===== config.mk =====
export PLATFORM = sky130hd
export DESIGN_NAME = ps2_rx
export DESIGN_NICKNAME = d
export VERILOG_FILES = /design/src/rtl/ps2_pkg.sv /design/src/rtl/ps2_fifo.sv /design/src/rtl/ps2_rx.sv
export SDC_FILE = /design/constraint.sdc
export NUM_CORES = 1
export LEC_CHECK = 0
export ABC_CLOCK_PERIOD_IN_PS = 1800
export BUFFER_PORTS_ARGS = -buffer_cell sky130_fd_sc_hd__buf_2
export CAP_MARGIN = 20
export CORE_MARGIN = 3
export CORE_UTILIZATION = 55
export CTS_BUF_LIST = sky130_fd_sc_hd__clkbuf_4
export CTS_CLUSTER_DIAMETER = 30
export DETAILED_ROUTE_END_ITERATION = 6
export PLACE_DENSITY = 0.82
export SLEW_MARGIN = 20
export SYNTH_ARGS = -nofsm -noshare
export SYNTH_HDL_FRONTEND = slang
export SYNTH_SLANG_ARGS = --single-unit

===== constraint.sdc =====
create_clock -name clk -period 1.8 [get_ports clk]
set_input_delay 0.36 -clock clk [delete_from_list [all_inputs] [get_ports clk]]
set_output_delay 0.36 -clock clk [all_outputs]
set_load 0.05 [all_outputs]

===== src/rtl/ps2_pkg.sv =====
// Shared constants, FSM state type and frame-check helper for the PS/2 receiver.
package ps2_pkg;

    localparam int unsigned PS2_FRAME_BITS         = 11;
    localparam logic [7:0]  PS2_BREAK_CODE         = 8'hF0;
    localparam logic [7:0]  PS2_EXT_CODE           = 8'hE0;
    localparam int unsigned PS2_FIFO_DEPTH_DEFAULT = 8;

    typedef enum logic {
        S_IDLE,
        S_RECV
    } ps2_state_e;

    // Odd parity: the data bits plus the parity bit must hold an odd number of ones.
    function automatic logic odd_parity_ok(input logic [7:0] d, input logic p);
        return ^{d, p};
    endfunction

endpackage


===== src/rtl/ps2_fifo.sv =====
// Synchronous FIFO with an extra pointer MSB to tell full from empty.
// Head byte is read combinationally; storage is cleared by reset.
module ps2_fifo #(
    parameter int unsigned DEPTH = 8,
    parameter int unsigned WIDTH = 8
) (
    input  logic             clk,
    input  logic             clrn,
    input  logic             wr_en,
    input  logic [WIDTH-1:0] wr_data,
    input  logic             rd_en,
    output logic [WIDTH-1:0] rd_data,
    output logic             empty,
    output logic             full
);

    localparam int unsigned AW = $clog2(DEPTH);

    logic [WIDTH-1:0] mem_q [DEPTH];
    logic [WIDTH-1:0] mem_d [DEPTH];
    logic [AW:0]      wr_ptr_q, wr_ptr_d;
    logic [AW:0]      rd_ptr_q, rd_ptr_d;

    assign empty   = (wr_ptr_q == rd_ptr_q);
    assign full    = (wr_ptr_q[AW-1:0] == rd_ptr_q[AW-1:0]) && (wr_ptr_q[AW] != rd_ptr_q[AW]);
    assign rd_data = mem_q[rd_ptr_q[AW-1:0]];

    // Next-state: write when not full, read when not empty, both allowed together.
    always_comb begin
        mem_d    = mem_q;
        wr_ptr_d = wr_ptr_q;
        rd_ptr_d = rd_ptr_q;
        if (wr_en && !full) begin
            mem_d[wr_ptr_q[AW-1:0]] = wr_data;
            wr_ptr_d                = wr_ptr_q + 1'b1;
        end
        if (rd_en && !empty) begin
            rd_ptr_d = rd_ptr_q + 1'b1;
        end
    end

    // State registers with synchronous active-low clear.
    always_ff @(posedge clk) begin
        if (!clrn) begin
            for (int i = 0; i < int'(DEPTH); i++) begin
                mem_q[i] <= '0;
            end
            wr_ptr_q <= '0;
            rd_ptr_q <= '0;
        end else begin
            mem_q    <= mem_d;
            wr_ptr_q <= wr_ptr_d;
            rd_ptr_q <= rd_ptr_d;
        end
    end

endmodule


===== src/rtl/ps2_rx.sv =====
// PS/2 keyboard receiver: 3-flop synchronizers, 11-bit frame FSM, scan-code FIFO.
// Optional feature macro: PS2_RX_TIMEOUT_EN enables discarding stalled partial frames.
module ps2_rx
    import ps2_pkg::*;
#(
    parameter int unsigned FIFO_DEPTH     = PS2_FIFO_DEPTH_DEFAULT,
    parameter int unsigned TIMEOUT_CYCLES = 10000
) (
    input  logic       clk,
    input  logic       clrn,
    input  logic       ps2_clk,
    input  logic       ps2_data,
    input  logic       nextdata_n,
    output logic [7:0] data,
    output logic       ready,
    output logic       overflow,
    output logic       frame_err
);

    localparam logic [3:0] LastBit = 4'(PS2_FRAME_BITS - 1);

    // Synchronizer chains: bit 0 is stage 1, bit 2 is stage 3.
    logic [2:0] clk_sync_q, clk_sync_d;
    logic [2:0] data_sync_q, data_sync_d;

    ps2_state_e state_q, state_d;
    logic [3:0] cnt_q, cnt_d;
    logic [9:0] shift_q, shift_d;
    logic       overflow_q, overflow_d;
    logic       frame_err_q, frame_err_d;

    logic       fall;
    logic       bit_in;
    logic       frame_ok;
    logic       push;
    logic       fifo_empty;
    logic       fifo_full;

`ifdef PS2_RX_TIMEOUT_EN
    localparam int unsigned TW          = $clog2(TIMEOUT_CYCLES + 1);
    localparam logic [TW-1:0] TimeoutLast = TW'(TIMEOUT_CYCLES - 1);
    logic [TW-1:0] idle_cnt_q, idle_cnt_d;
`else
    logic unused_timeout;
    assign unused_timeout = ^TIMEOUT_CYCLES;
`endif

    assign fall   = !clk_sync_q[1] && clk_sync_q[2];
    assign bit_in = data_sync_q[2];

    // shift_q[0]=start, [8:1]=data, [9]=parity; the stop bit is the live input on the last edge.
    assign frame_ok = !shift_q[0] && bit_in && odd_parity_ok(shift_q[8:1], shift_q[9]);

    // Next-state for synchronizers, frame FSM, sticky overflow and error pulse.
    always_comb begin
        clk_sync_d  = {clk_sync_q[1:0], ps2_clk};
        data_sync_d = {data_sync_q[1:0], ps2_data};
        state_d     = state_q;
        cnt_d       = cnt_q;
        shift_d     = shift_q;
        push        = 1'b0;
        frame_err_d = 1'b0;
`ifdef PS2_RX_TIMEOUT_EN
        idle_cnt_d  = '0;
`endif
        if (fall) begin
            unique case (state_q)
                S_IDLE: begin
                    shift_d = {bit_in, shift_q[9:1]};
                    cnt_d   = 4'd1;
                    state_d = S_RECV;
                end
                S_RECV: begin
                    if (cnt_q == LastBit) begin
                        if (frame_ok) begin
                            push = 1'b1;
                        end else begin
                            frame_err_d = 1'b1;
                        end
                        cnt_d   = '0;
                        state_d = S_IDLE;
                    end else begin
                        shift_d = {bit_in, shift_q[9:1]};
                        cnt_d   = cnt_q + 4'd1;
                    end
                end
                default: ;
            endcase
        end
`ifdef PS2_RX_TIMEOUT_EN
        else if (state_q == S_RECV) begin
            // A stalled partial frame is dropped silently.
            if (idle_cnt_q == TimeoutLast) begin
                state_d = S_IDLE;
                cnt_d   = '0;
            end else begin
                idle_cnt_d = idle_cnt_q + 1'b1;
            end
        end
`endif
        // Fullness is judged before any same-cycle pop.
        overflow_d = overflow_q || (push && fifo_full);
    end

    // All receiver state, reset to idle line level and an empty frame.
    always_ff @(posedge clk) begin
        if (!clrn) begin
            clk_sync_q  <= '1;
            data_sync_q <= '1;
            state_q     <= S_IDLE;
            cnt_q       <= '0;
            shift_q     <= '0;
            overflow_q  <= 1'b0;
            frame_err_q <= 1'b0;
`ifdef PS2_RX_TIMEOUT_EN
            idle_cnt_q  <= '0;
`endif
        end else begin
            clk_sync_q  <= clk_sync_d;
            data_sync_q <= data_sync_d;
            state_q     <= state_d;
            cnt_q       <= cnt_d;
            shift_q     <= shift_d;
            overflow_q  <= overflow_d;
            frame_err_q <= frame_err_d;
`ifdef PS2_RX_TIMEOUT_EN
            idle_cnt_q  <= idle_cnt_d;
`endif
        end
    end

    ps2_fifo #(
        .DEPTH (FIFO_DEPTH),
        .WIDTH (8)
    ) u_fifo (
        .clk     (clk),
        .clrn    (clrn),
        .wr_en   (push),
        .wr_data (shift_q[8:1]),
        .rd_en   (!nextdata_n),
        .rd_data (data),
        .empty   (fifo_empty),
        .full    (fifo_full)
    );

    assign ready     = !fifo_empty;
    assign overflow  = overflow_q;
    assign frame_err = frame_err_q;

endmodule

Word-level counts from Yosys, hierarchy flattened --
Cells that the tools add are included.
Storage, ports and cells: register bits after elaboration 95, input port bits 5, output and inout port bits 11, logic and storage cells 65
Operators by class: add/subtract/negate cells 3, magnitude comparators 3, equality and inequality tests 5, mux-type cells 17, bitwise gates (word level) 3, reductions and logical operators 17
Operator list (count):
- 64-bit bitwise mux | 1
- 8-bit binary-select mux with 3-bit select | 1
- 8-bit demux with 3-bit select | 1
- 8-bit two-way mux | 3
- 10-bit case mux with 2 select lines | 1
- 4-bit by 1-bit adder with 4-bit output, second input constant | 3
- 10-bit two-way mux | 1
- 9-bit parity | 1
- 4-bit greater-or-equal comparator, second input constant | 2
- 1-bit logical AND | 8
- 3-bit NOT with 4-bit output | 2
- 4-bit case mux with 2 select lines | 1
- 1-bit two-way mux | 6
- 1-bit zero test | 5
- 4-bit == test | 1
- 4-bit == test, second input constant | 1
- 4-bit by 1-bit less-than comparator with 1-bit output, second input constant | 1
- 4-bit two-way mux | 1
- 4-bit AND reduction | 1
- 3-bit == test | 1
- 2-bit inequality test, second input constant | 1
- 1-bit case mux with 2 select lines | 1
- 2-bit AND reduction | 1
- 1-bit logical OR | 1
- 2 further kinds | 2

Depth between registers and ports, before layout --
Gate-level depths: netlist (run 1).
depth in word-level cells 9, depth in mapped cells 9

Hierarchy --
A second synthesis (run 1) with hierarchy kept.
Unflattened totals: cell total of the unflattened synthesis 403, area, all modules 4332.9 µm²
By module, submodules not included:
- ps2_fifo | instances 1, cells each 306, area each 3362.0 µm², sequential area each 1441.4 µm²
- ps2_rx | instances 1, cells each 97, area each 970.9 µm², sequential area each 460.4 µm²

Worst setup path after synthesis (run 1) --
OpenSTA, ideal clock, no wires.
path kind reg2out, start register u_fifo.rd_ptr_q[0], end output data[0], arrival 1.679 ns, required time 1.440 ns, setup slack -0.239 ns, stages on the path, launching flop included 5, buffers on the path 2, path through dfxtp_1 > buf_6 > buf_2 > mux4_2 > mux2_2
On the way: longest elaborated chain between the ends 4
Ends and longest elaborated chain:
- start, declared | line ps2_fifo.sv:22 | logic [AW:0] rd_ptr_q, rd_ptr_d;
- start signal, assigned | line ps2_fifo.sv:53 | rd_ptr_q <= rd_ptr_d;
- 3-bit NOT with 4-bit output (implied by the code) | line ps2_fifo.sv:26 | assign rd_data = mem_q[rd_ptr_q[AW-1:0]];
- 8-bit binary-select mux with 3-bit select | line ps2_fifo.sv:26
- 8-bit two-way mux (implied by the code) (2 in a row) | line ps2_fifo.sv:26
- end, declared | line ps2_rx.sv:14 | output logic [7:0] data,
Every way passes these cells. The select of a mux whose other input is x is not followed.

Worst setup path in the final report (run 1) --
start register u_fifo.rd_ptr_q[0], end output data[1]
Same word-level chain as after synthesis.

==> out/qor.txt, run 1 <==
DRT antenna net count: 0
Via density: 6.19
Leakage: 2.52 nW
Rel. slew slack: 65.5%
CP peak stage delay: 0.52 ns
Detailed-router iteration count before antenna repair: 5
DRC: 0
Crit path buf inv count: 2
Share of total power in combinational logic: 4.7%
Hold slack: 0.0637 ns
Initial antenna violation count: 0
Flop pwr share: 58.6%
CP Launch Point: u_fifo.rd_ptr_q[0]
Post-synth top flop: dfxtp_1
Post-Syn Nets: 446
Endpoints failing setup: 79
CTS Sinks: 95
Layout Skew: 0.0204 ns
CP endpoint kind: output pin
Max_cap viols: 0
Vias in the first global route: 3,884
Kind of critical path: reg -> out
Worst IR drop on VDD: 0.000510 V
Cell total after placement: 584
Root cell of the clock tree: clkbuf_4
Critical-path cell list: buf_12, mux4_2, mux2_4, buf_6
Reg2reg start: shift_q[8]
H-tree depth: 3
Routed wire length per instance: 21.7 µm
Async SR Flop Fraction: 0%
Detailed placement HPWL: 6770 µm
Die H: 96.5 µm
ANT cells: 0
Full die area: 0.00932 mm²
Worst Tran Pin Value: 0.512 ns
Gpl congestion: 0.845
FF-to-FF End: u_fifo.wr_ptr_q[0]
CTS Buf Count: 9
Post-Syn Instances: 437
Crit path time final: 2.44 ns
RSZ-0062 raised after global routing: true
Synthesis Warnings: 0
Power per cell area: 594 mW/mm²
Die W: 96.5 µm
Critical path depth in cells: 4
Largest net degree at the start of global routing: 47
CP max-delay cell: mux4_2
Starting density of the core: 57.4%
Tot GR Track Use: 28.5%
DRC violation total after the first TritonRoute iteration: 249
Finished Layout Cells: 629
Final Cycle Share: 136%
Worst EP arrival: 2.08 ns
Register clock-pin slew on the reported worst setup and hold paths: 0.16 ns
Post-layout util: 77.5%
Mapped Area: 0.00451 mm²
GRT Residual Overflow: 0
Nets@finish: 531
Worst Setup Slack, final: -0.640 ns
Worst R2R Setup Slack: -0.26 ns
Core ar.: 0.00785 mm²
Number of port buffers: 15
Clk network pwr share: 36.8%
CP Max Fanout: 5
Worst-Skew Late Latency: 0.48 ns
CTS tree: yes
Area delta synth->final: 34.9%
R2R depth: 7
Fin. max-slew vios: 0
Register bit total from synthesis: 95
Layout cell share with drive strength beyond 1: 37.6%
Commonest non-fill, non-tap cell in the layout: nand2_1
NetSw: 0.969 mW
Commonest cells after routing, fill and taps aside: 92 x nand2_1, 84 x dfxtp_1, 64 x mux2i_1
Status: finished, violations left
Longest Clk Path Bufs: 2
Critical Path Sink: data[1]
Int Pwr: 2.65 mW
Switching share of power: 26.8%
Synth cell types: 41
Failing checks: negative setup slack
Total wire length: 13,700 µm
Via count: 3,892
Mean Syn Cell Area: 10.3 µm²
Achievable Freq: 0.410 GHz
Crit-path leading delay family: multiplexers
Tot Pwr: 3.61 mW
Crit start category: register
Hold crit path type: in -> reg
Critical Path RT: 1.44 ns
IO Pins: 16
Row count: 32
Post-synth EDFFs: 0
Final Hold Fails: 0
Seq/Total Area, Yosys: 42.2%
First-pass GRT wire length: 19,700 µm
## through the flow
| stage | instance area [µm²] | worst slack [ns] | setup TNS [ns] |
|---|---|---|---|
| floorplan | 4570 | -0.0629 | -3.15 |
| global placement | 5140 | -0.175 | -9.91 |
| detailed placement | 5140 | -0.277 | -13.97 |
| CTS | 5890 | -0.583 | -14.59 |
| global route | 6080 | -0.689 | -23.03 |
| finish | 6080 | -0.640 | -18.38 |
## sequential cells by signal (all words and copies together) (netlist names)
register         cells
u_fifo.mem_q        64
shift_q             10
cnt_q                4
u_fifo.rd_ptr_q      4
u_fifo.wr_ptr_q      4
clk_sync_q           3
data_sync_q          3
frame_err            1
overflow             1
state_q              1
## final cells by class
class                   instances  area [µm²]
clock buffers                   9        67.6
fillers                       445        1760
inverters                       3        11.3
repair buffers                 98         998
flip-flops and latches         95        1920
clock inverters                 7         100
well taps                     102         128
multi-input cells             315        2860
## what timing repair did
action	4_1_cts	5_1_grt
endpoints found under the setup margin	78	81
cloned	5	1
pin swaps	20	21
hold buffers	0	0
gates resized for setup	75	35
buffers inserted	20	7
## routing by layer
layer	vias up	global-route usage [%]	routed length, µm
met5	-	0	0
met4	0	16.1	608
met3	54	5.89	803
met2	185	47.1	6910
met1	1924	34.4	5340
li1	1729	-	-
## cells by family after synthesis
| group | count (synthesis) | share of synthesized area (%) |
|---|---|---|
| buf+inv | 30 | 3.77 |
| xor+xnor | 13 | 3.19 |
| mux | 91 | 24.9 |
| fa+ha+maj | 4 | 1.11 |
| compound gates | 32 | 6.11 |
| simple gates | 172 | 18.8 |
| flops | 95 | 42.2 |
## how the worst min path moves through the flow
stage / start / end / depth (start not counted) / slack, ns
final: ps2_clk / clk_sync_q[0] / 2 / 0.06
after global routing: ps2_clk / clk_sync_q[0] / 2 / 0.06
after CTS: ps2_clk / clk_sync_q[0] / 2 / 0.07
after detailed placement: clk_sync_q[0] / clk_sync_q[1] / 1 / 0.40
after global placement: clk_sync_q[0] / clk_sync_q[1] / 1 / 0.39
after floorplan: clk_sync_q[0] / clk_sync_q[1] / 1 / 0.39
## power groups by stage
stage                     registers (mW)  logic (mW)  clock network (mW)
after CTS                           2.12       0.146                1.31
after global routing                2.12       0.177                1.40
after detailed placement            2.16       0.112                   0
after floorplan                     2.16      0.0774                   0
final                               2.12       0.168                1.33
after global placement              2.16       0.109                   0
## cells in the mapped netlist (3+ instances only)
library cell  count  share of area, %
buf_2             5              0.56
nand2_1          92               7.7
nor4bb_1          3              0.67
a31oi_4           6               2.8
dfxtp_1          95                42
mux2_2            8               2.0
nand3b_1          4              0.67
inv_1             3              0.25
clkbuf_1         11              0.92
xor2_1            3              0.58
xnor2_1           8               1.6
o31ai_1           3              0.50
mux4_2           16               8.0
o21ai_0           4              0.44
a21oi_1          16               1.8
nor2_1           13               1.1
nor3b_1           5              0.83
mux2i_1          67                15
nand2b_1         11               1.5
nor2b_1           3              0.42
ha_1              4               1.1
nand3_1          17               1.9
buf_6             3              0.75
buf_4             5              0.83
nor4_1            9               1.2
(Power assumes the default switching activity.)
==> run 2, diff against run 1 <==
- RECOVER_POWER: default -> 25
==> run 2 against run 1 <==
  * The flow still finishes with violations (negative setup slack)
  * Fmax is essentially flat
  * Worst setup slack is essentially flat
  * Final cell count is the same
  * Sequential cell count is the same
  * Critical path type unchanged
  * Largest power group unchanged
==> out/qor.txt, run 2 (synthesized netlist as in run 1, its figures left out) <==
Worst Tran Pin Value: 0.513 ns (+0.000338 ns)
Fin. max-slew vios: 0 (unchanged)
Leakage: 2.52 nW (-0.25%)
Worst-Skew Late Latency: 0.48 ns (about the same)
Via density: 6.19 (+0.10%)
Number of port buffers: 15 (unchanged)
Failing checks: negative setup slack
Layout cell share with drive strength beyond 1: 37.2% (-0.38 points)
Endpoints failing setup: 79 (unchanged)
Initial antenna violation count: 0 (unchanged)
Via count: 3,896 (+0.10%)
Max_cap viols: 0 (unchanged)
Worst IR drop on VDD: 0.000510 V (about the same)
ANT cells: 0 (unchanged)
Post-layout util: 77.5% (about the same)
Crit start category: register
Full die area: 0.00932 mm² (unchanged)
Gpl congestion: 0.845 (unchanged)
First-pass GRT wire length: 19,700 µm (unchanged)
Die W: 96.5 µm (unchanged)
Worst Setup Slack, final: -0.640 ns (+0.000191 ns)
Hold-fix buffers, CTS: 0 (unchanged)
Layout Skew: 0.0194 ns (-0.000972 ns)
Core ar.: 0.00785 mm² (unchanged)
CTS Buf Count: 9 (unchanged)
Tot GR Track Use: 28.5% (unchanged)
Commonest non-fill, non-tap cell in the layout: nand2_1
Vias in the first global route: 3,884 (unchanged)
CTS Sinks: 95 (unchanged)
Hold crit path type: in -> reg
Detailed-router iteration count before antenna repair: 5 (unchanged)
Crit path time final: 2.44 ns (-0.000191 ns)
Die H: 96.5 µm (unchanged)
Area after DPL: 0.00514 mm² (unchanged)
RSZ-0062 raised after global routing: true
WL met1: 5360 µm (+0.43%)
Routed wl met2: 6840 µm (-1.0%)
DRT antenna net count: 0 (unchanged)
Final Cycle Share: 136% (about the same)
Final Hold Fails: 0 (unchanged)
GRT Residual Overflow: 0 (unchanged)
Power per cell area: 594 mW/mm² (about the same)
Starting density of the core: 57.4% (unchanged)
Largest net degree at the start of global routing: 47 (unchanged)
Most flop-heavy register: u_fifo.mem_q
Worst EP arrival: 2.08 ns (about the same)
Longest Clk Path Bufs: 2 (unchanged)
Detailed placement HPWL: 6770 µm (unchanged)
Root cell of the clock tree: clkbuf_4
Register clock-pin slew on the reported worst setup and hold paths: 0.16 ns (about the same)
Status: finished, violations left
Rel. slew slack: 65.5% (about the same)
Critical Path RT: 1.44 ns (about the same)
CP endpoint kind: output pin
Achievable Freq: 0.410 GHz (about the same)
DRC: 0 (unchanged)
Biggest regs: u_fifo.mem_q (64), shift_q (10)
CP Max Fanout: 5 (unchanged)
Post-route design area: 0.00608 mm² (about the same)
DRC violation total after the first TritonRoute iteration: 259 (+4.0%)
Total wire length: 13,700 µm (about the same)
IO Pins: 16 (unchanged)
Place WS: -0.277 ns (unchanged)
Area delta synth->final: 34.8% (about the same)
Hold slack: 0.0646 ns (+0.000843 ns)
Commonest cells after routing, fill and taps aside: 92 x nand2_1, 84 x dfxtp_1, 64 x mux2i_1
Tot Pwr: 3.61 mW (-0.12%)
H-tree depth: 3 (unchanged)
Number of flip-flops in the largest register: 64 (unchanged)
Row count: 32 (unchanged)
Nets@finish: 531 (unchanged)
Routed wire length per instance: 21.7 µm (about the same)
Kind of critical path: reg -> out
Highest Signal Layer: met4
CTS tree: yes
Met3 Routed Length: 817 µm (+1.7%)
-- run 2: cell types whose count changed in the layout (fill, tap and decap cells not counted) --
cell      before  now
buf_2          6    5
buf_4         56   55
clkbuf_1       0    2
-- run 2: routing by layer --
metal	track usage [%]	vias to the layer above
li1	-	1729
met1	34.4	1915
met2	47.1	192
met3	5.89	60
met4	16.1	0
met5	0	-
-- run 2: stage by stage --
stage               cells  setup TNS, ns
floorplan             437          -3.15
global placement      584          -9.91
detailed placement    584         -13.97
CTS                   624         -14.59
global route          629         -23.04
finish                629         -18.28
-- run 2: cell type report --
cell class / count / area (µm²)
clock buffers: 9 / 67.6
clock inverters: 7 / 100
fillers: 448 / 1770
inverters: 3 / 11.3
multi-input cells: 315 / 2860
flip-flops and latches: 95 / 1920
well taps: 102 / 128
repair buffers: 98 / 993
-- run 2: critical path, stage by stage, from the launching register on --
cell and delay, ns:
dfxtp_4 0.46, buf_12 0.15, mux4_2 0.52, mux2_4 0.32, buf_6 0.16
-- run 2: what timing repair did --
action | in CTS | in global routing
gates cloned | 5 | 1
setup endpoints to repair | 78 | 81
pin swaps | 20 | 21
buffers inserted | 20 | 7
resized for setup | 75 | 35
-- run 2: final timing paths --
check,startpoint,to,slack (ns),cells past startpoint
worst min register to register,data_sync_q[0],data_sync_q[1],0.46,1
worst max register to register,shift_q[8],u_fifo.wr_ptr_q[0],-0.26,7
worst min-delay path,ps2_clk,clk_sync_q[0],0.06,2
worst max-delay path,u_fifo.rd_ptr_q[0],data[1],-0.64,4
-- run 2: power by group --
group	internal (mW)	leakage, nW	switching [mW]
Combinational	0.0641	1.66	0.103
Clock	0.469	0.0886	0.857
Sequential	2.11	0.773	0.00681
